`src/rtl/alu_operand_select_pipe_if.sv`:
```
// Purpose: bundles the operand-selector handshake, select/data bus, flush and error flag.
// Latency: none, wiring only.
// Backpressure: carries in_valid/in_ready and out_valid/out_ready; the slave modport is the selector side.
// Ports (slave view): in_valid, in_sel, in_data, flush, out_ready in; in_ready, out_valid, out_data, out_sel, sel_err out.
interface alu_operand_select_pipe_if #(
    parameter int unsigned WIDTH   = 32,
    parameter int unsigned NUM_SRC = 4
);
    localparam int unsigned SEL_W = $clog2(NUM_SRC);

    logic                     in_valid;
    logic                     in_ready;
    logic [SEL_W-1:0]         in_sel;
    logic [NUM_SRC*WIDTH-1:0] in_data;
    logic                     flush;
    logic                     out_valid;
    logic                     out_ready;
    logic [WIDTH-1:0]         out_data;
    logic [SEL_W-1:0]         out_sel;
    logic                     sel_err;

    // Upstream/ALU side: presents operands, consumes results.
    modport master (
        output in_valid, in_sel, in_data, flush, out_ready,
        input  in_ready, out_valid, out_data, out_sel, sel_err
    );

    // Selector side.
    modport slave (
        input  in_valid, in_sel, in_data, flush, out_ready,
        output in_ready, out_valid, out_data, out_sel, sel_err
    );
endinterface

```
`src/rtl/alu_operand_select_pipe.sv`:
```
// Purpose: registered NUM_SRC:1 operand selector for the ALU second input, with flush and bad-select flag.
// Latency: 1 cycle from accept to out_valid; 1 operand/cycle while out_ready stays high.
// Backpressure: 2-entry skid (main + skid); in_ready is a pure register decode, no path from out_ready.
// Ports: clk, rst (sync, active-high); bus = alu_operand_select_pipe_if.slave
//        (in_valid/in_ready/in_sel/in_data, flush, out_valid/out_ready/out_data/out_sel, sel_err).
module alu_operand_select_pipe #(
    parameter int unsigned WIDTH   = 32,
    parameter int unsigned NUM_SRC = 4
) (
    input  logic                     clk,
    input  logic                     rst,
    alu_operand_select_pipe_if.slave bus
);
    localparam int unsigned SEL_W = $clog2(NUM_SRC);

    // State bits are the entry valid bits: [1] = skid valid, [0] = main valid.
    typedef enum logic [1:0] {
        EMPTY = 2'b00,
        ONE   = 2'b01,
        FULL  = 2'b11
    } state_t;

    state_t           state_q;
    state_t           state_d;
    logic [WIDTH-1:0] main_data_q;
    logic [SEL_W-1:0] main_sel_q;
    logic [WIDTH-1:0] skid_data_q;
    logic [SEL_W-1:0] skid_sel_q;
    logic             sel_err_q;

    logic [WIDTH-1:0] sel_val;
    logic             sel_bad;
    logic             accept;
    logic             pop;
    logic             ld_main_in;
    logic             ld_main_skid;
    logic             ld_skid;

    assign bus.in_ready  = !state_q[1] && !rst;
    assign bus.out_valid = state_q[0];
    assign bus.out_data  = main_data_q;
    assign bus.out_sel   = main_sel_q;
    assign bus.sel_err   = sel_err_q;

    assign accept = bus.in_valid && bus.in_ready;
    assign pop    = bus.out_valid && bus.out_ready;

    // Compare at 32 bits so the check stays meaningful when NUM_SRC is not a power of two.
    assign sel_bad = 32'(bus.in_sel) >= NUM_SRC;

    // Explicit compare loop: an out-of-range index matches nothing and yields zero
    // instead of reading past the end of in_data.
    always_comb begin
        sel_val = '0;
        for (int k = 0; k < int'(NUM_SRC); k++) begin
            if (bus.in_sel == SEL_W'(k)) begin
                sel_val = bus.in_data[k*WIDTH +: WIDTH];
            end
        end
    end

    always_comb begin
        state_d      = state_q;
        ld_main_in   = 1'b0;
        ld_main_skid = 1'b0;
        ld_skid      = 1'b0;
        case (state_q)
            EMPTY: begin
                if (accept) begin
                    state_d    = ONE;
                    ld_main_in = 1'b1;
                end
            end
            ONE: begin
                if (accept && pop) begin
                    ld_main_in = 1'b1;
                end else if (accept) begin
                    state_d = FULL;
                    ld_skid = 1'b1;
                end else if (pop) begin
                    state_d = EMPTY;
                end
            end
            FULL: begin
                if (pop) begin
                    state_d      = ONE;
                    ld_main_skid = 1'b1;
                end
            end
            default: state_d = EMPTY;
        endcase
        // Flush drops everything, including an operand handshaked in this same cycle.
        // Data registers are left untouched so out_data/out_sel keep their last value.
        if (bus.flush) begin
            state_d      = EMPTY;
            ld_main_in   = 1'b0;
            ld_main_skid = 1'b0;
            ld_skid      = 1'b0;
        end
    end

    always_ff @(posedge clk) begin
        if (rst) begin
            state_q <= EMPTY;
        end else begin
            state_q <= state_d;
        end
    end

    always_ff @(posedge clk) begin
        if (rst) begin
            main_data_q <= '0;
            main_sel_q  <= '0;
            skid_data_q <= '0;
            skid_sel_q  <= '0;
            sel_err_q   <= 1'b0;
        end else begin
            if (ld_main_in) begin
                main_data_q <= sel_val;
                main_sel_q  <= bus.in_sel;
            end else if (ld_main_skid) begin
                main_data_q <= skid_data_q;
                main_sel_q  <= skid_sel_q;
            end
            if (ld_skid) begin
                skid_data_q <= sel_val;
                skid_sel_q  <= bus.in_sel;
            end
            // Sticky; the handshake itself is what counts, so a bad select seen on a
            // flush cycle is still recorded even though the operand is dropped.
            if (accept && sel_bad) begin
                sel_err_q <= 1'b1;
            end
        end
    end
endmodule

```
`src/flat_wrapper.sv`:
```
// flat-port wrapper written by rule: the top's interface ports become plain ports
module alu_operand_select_pipe_flat 
#(
    parameter int unsigned WIDTH   = 32,
    parameter int unsigned NUM_SRC = 4
)
  (clk, rst, bus_in_valid, bus_in_sel, bus_in_data, bus_flush, bus_out_ready, bus_in_ready, bus_out_valid, bus_out_data, bus_out_sel, bus_sel_err);
  alu_operand_select_pipe_if #(.WIDTH(WIDTH), .NUM_SRC(NUM_SRC)) bus_i ();
  input  logic clk;
  input  logic rst;
  input wire logic [$bits(bus_i.in_valid)-1:0] bus_in_valid;
  input wire logic [$bits(bus_i.in_sel)-1:0] bus_in_sel;
  input wire logic [$bits(bus_i.in_data)-1:0] bus_in_data;
  input wire logic [$bits(bus_i.flush)-1:0] bus_flush;
  input wire logic [$bits(bus_i.out_ready)-1:0] bus_out_ready;
  output wire logic [$bits(bus_i.in_ready)-1:0] bus_in_ready;
  output wire logic [$bits(bus_i.out_valid)-1:0] bus_out_valid;
  output wire logic [$bits(bus_i.out_data)-1:0] bus_out_data;
  output wire logic [$bits(bus_i.out_sel)-1:0] bus_out_sel;
  output wire logic [$bits(bus_i.sel_err)-1:0] bus_sel_err;
  assign bus_i.in_valid = bus_in_valid;
  assign bus_i.in_sel = bus_in_sel;
  assign bus_i.in_data = bus_in_data;
  assign bus_i.flush = bus_flush;
  assign bus_i.out_ready = bus_out_ready;
  assign bus_in_ready = bus_i.in_ready;
  assign bus_out_valid = bus_i.out_valid;
  assign bus_out_data = bus_i.out_data;
  assign bus_out_sel = bus_i.out_sel;
  assign bus_sel_err = bus_i.sel_err;
  alu_operand_select_pipe #(.WIDTH(WIDTH), .NUM_SRC(NUM_SRC)) u_core (.clk(clk), .rst(rst), .bus(bus_i));
endmodule
```
`config.mk`:
```
export PLATFORM = sky130hd
export DESIGN_NAME = alu_operand_select_pipe_flat
export DESIGN_NICKNAME = d
export VERILOG_FILES = /design/src/rtl/alu_operand_select_pipe_if.sv /design/src/rtl/alu_operand_select_pipe.sv /design/src/flat_wrapper.sv
export SDC_FILE = /design/constraint.sdc
export NUM_CORES = 1
export LEC_CHECK = 0
export ABC_AREA = 1
export CAP_MARGIN = 25
export CORE_MARGIN = 4
export CORE_UTILIZATION = 39
export DETAILED_ROUTE_END_ITERATION = 8
export PLACE_DENSITY = 0.74
export SLEW_MARGIN = 10
export SYNTH_ARGS = -nofsm -noshare
export SYNTH_HDL_FRONTEND = slang
export SYNTH_SLANG_ARGS = --single-unit
export TNS_END_PERCENT = 100
```
`constraint.sdc`:
```
create_clock -name clk -period 1.97 [get_ports clk]
set_input_delay 0.394 -clock clk [delete_from_list [all_inputs] [get_ports clk]]
set_output_delay 0.394 -clock clk [all_outputs]
set_load 0.03 [all_outputs]
```
==> PnR_summary.wiki <==
{| class="wikitable"
! Metric !! Value
|-
| Clock Skews || 0.0130 ns
|-
| Effective utilization at floorplan || 0.402
|-
| Final count of hold timing violations || 0
|-
| Placeable core area || 10400 sq um
|-
| First-iteration detailed-routing DRC count || 361
|-
| Type of origin of the critical path || flop
|-
| Fraction of final layout cells with drive strength greater than 1 || 0.0741
|-
| Clock slew at reported path FFs || 0.08 ns
|-
| H-tree depth || 3
|-
| Post-synth cell types || 24
|-
| Root buf cell || sky130_fd_sc_hd__clkbuf_8
|-
| Cell type group with the largest total delay on the critical path || buffers and inverters
|-
| Proportion of synthesized flip-flops having asynchronous set or reset || 0
|-
| Cell row count || 37
|-
| Cell type contributing the most total cell area after synthesis || sky130_fd_sc_hd__dfxtp_1
|-
| Synthesized Nets || roughly 800
|-
| Worst Setup Path Type || flop to primary output
|-
| Die Footprint || 12500 sq um
|-
| Clock Tree Buf Depth || 2
|-
| DRC Markers || 0
|-
| Yosys warning total || 0
|-
| CP Data Required Time || 1.58 ns
|-
| Clock latency on the worst-skew pair || 0.35 ns
|-
| Worst path arrival time || 1.47 ns
|-
| Power density relative to cell area || between 500 and 600 nW/um^2
|-
| Pin count of the biggest net entering global routing || 38
|-
| Max-Slew Margin vs Limit || 0.600
|-
| Vias after detailed routing || 5076
|-
| Fmax || roughly 540 MHz
|-
| Wire length after detailed routing || 14.6 mm
|-
| Unrepaired setup endpoints after global routing || no
|-
| Cell count after synthesis || 664
|-
| Setup-violating endpoint count in the final report || 0
|-
| Horizontal extent of the die || 112 um
|-
| Seq cells post-synth || 70
|-
| Clock sink total || 70
|-
| Setup total negative slack || 0 ns
|-
| Total overflow reported by the global router || 0
|-
| Top cells by count, synth || sky130_fd_sc_hd__nor2_1 (166), sky130_fd_sc_hd__nand3_1 (133), sky130_fd_sc_hd__nand2_1 (73)
|-
| Type of the worst min-delay path || flop to flop
|-
| Proportion of synthesized chip area in sequential cells || 0.335
|-
| Post-CTS setup buffer count || 0
|-
| Count of maximum capacitance violations || 0
|-
| Antenna diode instance count || 0
|-
| Main flop type after synthesis || sky130_fd_sc_hd__dfxtp_1
|-
| Core utilization of the finished layout || 0.598
|-
| Post-detailed-route via-to-cell ratio || 5.29
|-
| Outcome || finished, final reports clean
|-
| Final nets || 957
|-
| Via count of the first global-routing pass || approximately 4800
|-
| Count of flip-flops with a built-in enable after synthesis || 0
|-
| Die boundary height || 112 um
|-
| Critical Path Max Stage Delay || 0.70 ns
|-
| Relative area change from synthesis to final layout || 48.7%
|-
| Number of detailed-routing iterations run before antenna repair || 6
|-
| Tightest hold margin || around 0.49 ns
|-
| Ratio of final minimum period to clock period || 0.947
|-
| Total clock buffers created by CTS || 9
|-
| Most instantiated library cell after synthesis || sky130_fd_sc_hd__nor2_1
|-
| Standby leakage power || roughly 2.6 nW
|-
| IO Port Bufs || 170
|-
| Endpoint class of the critical path || primary output
|-
| I/O pin cnt || 172
|-
| Cell area after synthesis || 4190 sq um
|-
| CP Max Fanout || 5
|-
| Count of nets left with antenna violations after detail routing || 0
|-
| Clock tree from TritonCTS || yes
|-
| Peak supply drop || roughly 0.39 mV
|-
| CP cell instances || clkdlybuf4s50_1
|-
| Average instance area after synthesis || 6.31 sq um
|-
| RePlAce Congestion || 0.819
|-
| Max stage delay cell, worst path || sky130_fd_sc_hd__clkdlybuf4s50_1
|-
| Area share of the leading cell type in the synthesized netlist || 0.335
|-
| Detailed-route wire length per cell || 15.3 um
|-
| Fill count || 970
|-
| Post-detailed-placement half-perimeter wirelength || 10.6 mm
|-
| Area contributors post-synth || sky130_fd_sc_hd__dfxtp_1 (33%), sky130_fd_sc_hd__nand3_1 (16%), sky130_fd_sc_hd__nor2_1 (15%)
|-
| Time the worst path needs with I/O delays and setup || 1.87 ns
|-
| Power, Total || 3.59 mW
|-
| First-pass GRT wire length || 23.7 mm
|-
| GR Util All Layers || 0.227
|-
| Worst Max-Slew Pin Slew || 0.600 ns
|-
| Critical path buffers and inverters || 1
|-
| Initial antenna violation count || 0
|-
| Max-slew violation count || 0
|}
[routing by layer]
layer	share of wire	GRT usage
met5	0	0
met4	0.026	0.0876
met3	0.061	0.0353
met2	0.50	0.384
met1	0.42	0.289
[state kept, by name, indices dropped and copies added, names as in the netlist]
name	flops
u_core.state_q	2
u_core.skid_sel_q	2
u_core.skid_data_q	32
u_core.bus.out_data	32
u_core.bus.out_sel	2
[layout by cell type (no fill, tap or decap), drive strengths merged]
master           n
inv             45
buf             31
a21oi            5
conb             1
nand3          135
bufinv           2
clkinv           3
clkdlybuf4s50  166
nand2           76
nor3             1
o21ai           35
clkinvlp         1
nand4           69
nor2           168
clkbuf          10
dlygate4sd2      1
ha               4
dfxtp           70
[what timing repair did]
action                     4_1_cts  5_1_grt
setup endpoints to repair        1       34
gates resized for setup          1        2
hold buffers                     0        0
[logic make-up (layout without fill, tap and decap cells)]
kind of cell	Yosys count	after routing	share of synthesized area
adders and majority gates	4	4	0.0119
and+or+nand+nor	449	449	0.501
AOI/OAI and AO/OA	40	40	0.0478
other	1	1	0.000895
buffers and inverters	100	259	0.103
DFF	70	70	0.335
[area by class of cell]
| class | instances | area, sq um | area share |
|---|---|---|---|
| clock inverter | 6 | 86.3 | 0.0139 |
| clock buffer | 10 | 128 | 0.0205 |
| sequential | 70 | 1400 | 0.225 |
| multi-input combinational | 494 | 2370 | 0.380 |
| tap | 136 | 170 | 0.0273 |
| timing repair buffer | 198 | 1910 | 0.306 |
| inverter | 45 | 169 | 0.0271 |
[worst paths after layout]
path                                             from                      to  slack (ns)  cells past startpoint
worst max-delay path                u_core.state_q[0]           bus_out_valid        0.10                      1
worst min-delay path            u_core.bus.out_sel[1]   u_core.bus.out_sel[1]        0.49                      2
worst max register to register      u_core.state_q[1]  u_core.skid_data_q[13]        0.24                      7
worst min register to register  u_core.bus.out_sel[1]   u_core.bus.out_sel[1]        0.49                      2
[power by group]
part	internal [mW]	switching, mW
Combinational	0.416	0.430
Sequential	1.45	0.0228
Clock	0.711	0.561
Total	2.58	1.01
[metrics by stage]
| step | instances | setup slack, ns | area, sq um |
|---|---|---|---|
| final | 959 | 0.104 | 6230 |
| after global routing | 959 | 0.0521 | 6230 |
| after CTS | 959 | 0.0908 | 6220 |
| after detailed placement | 943 | -0.0620 | 6010 |
| after floorplan | 664 | 0.234 | 4190 |
| after global placement | 943 | -0.0498 | 6010 |
Note: power is estimated with default switching activity, not from simulation.
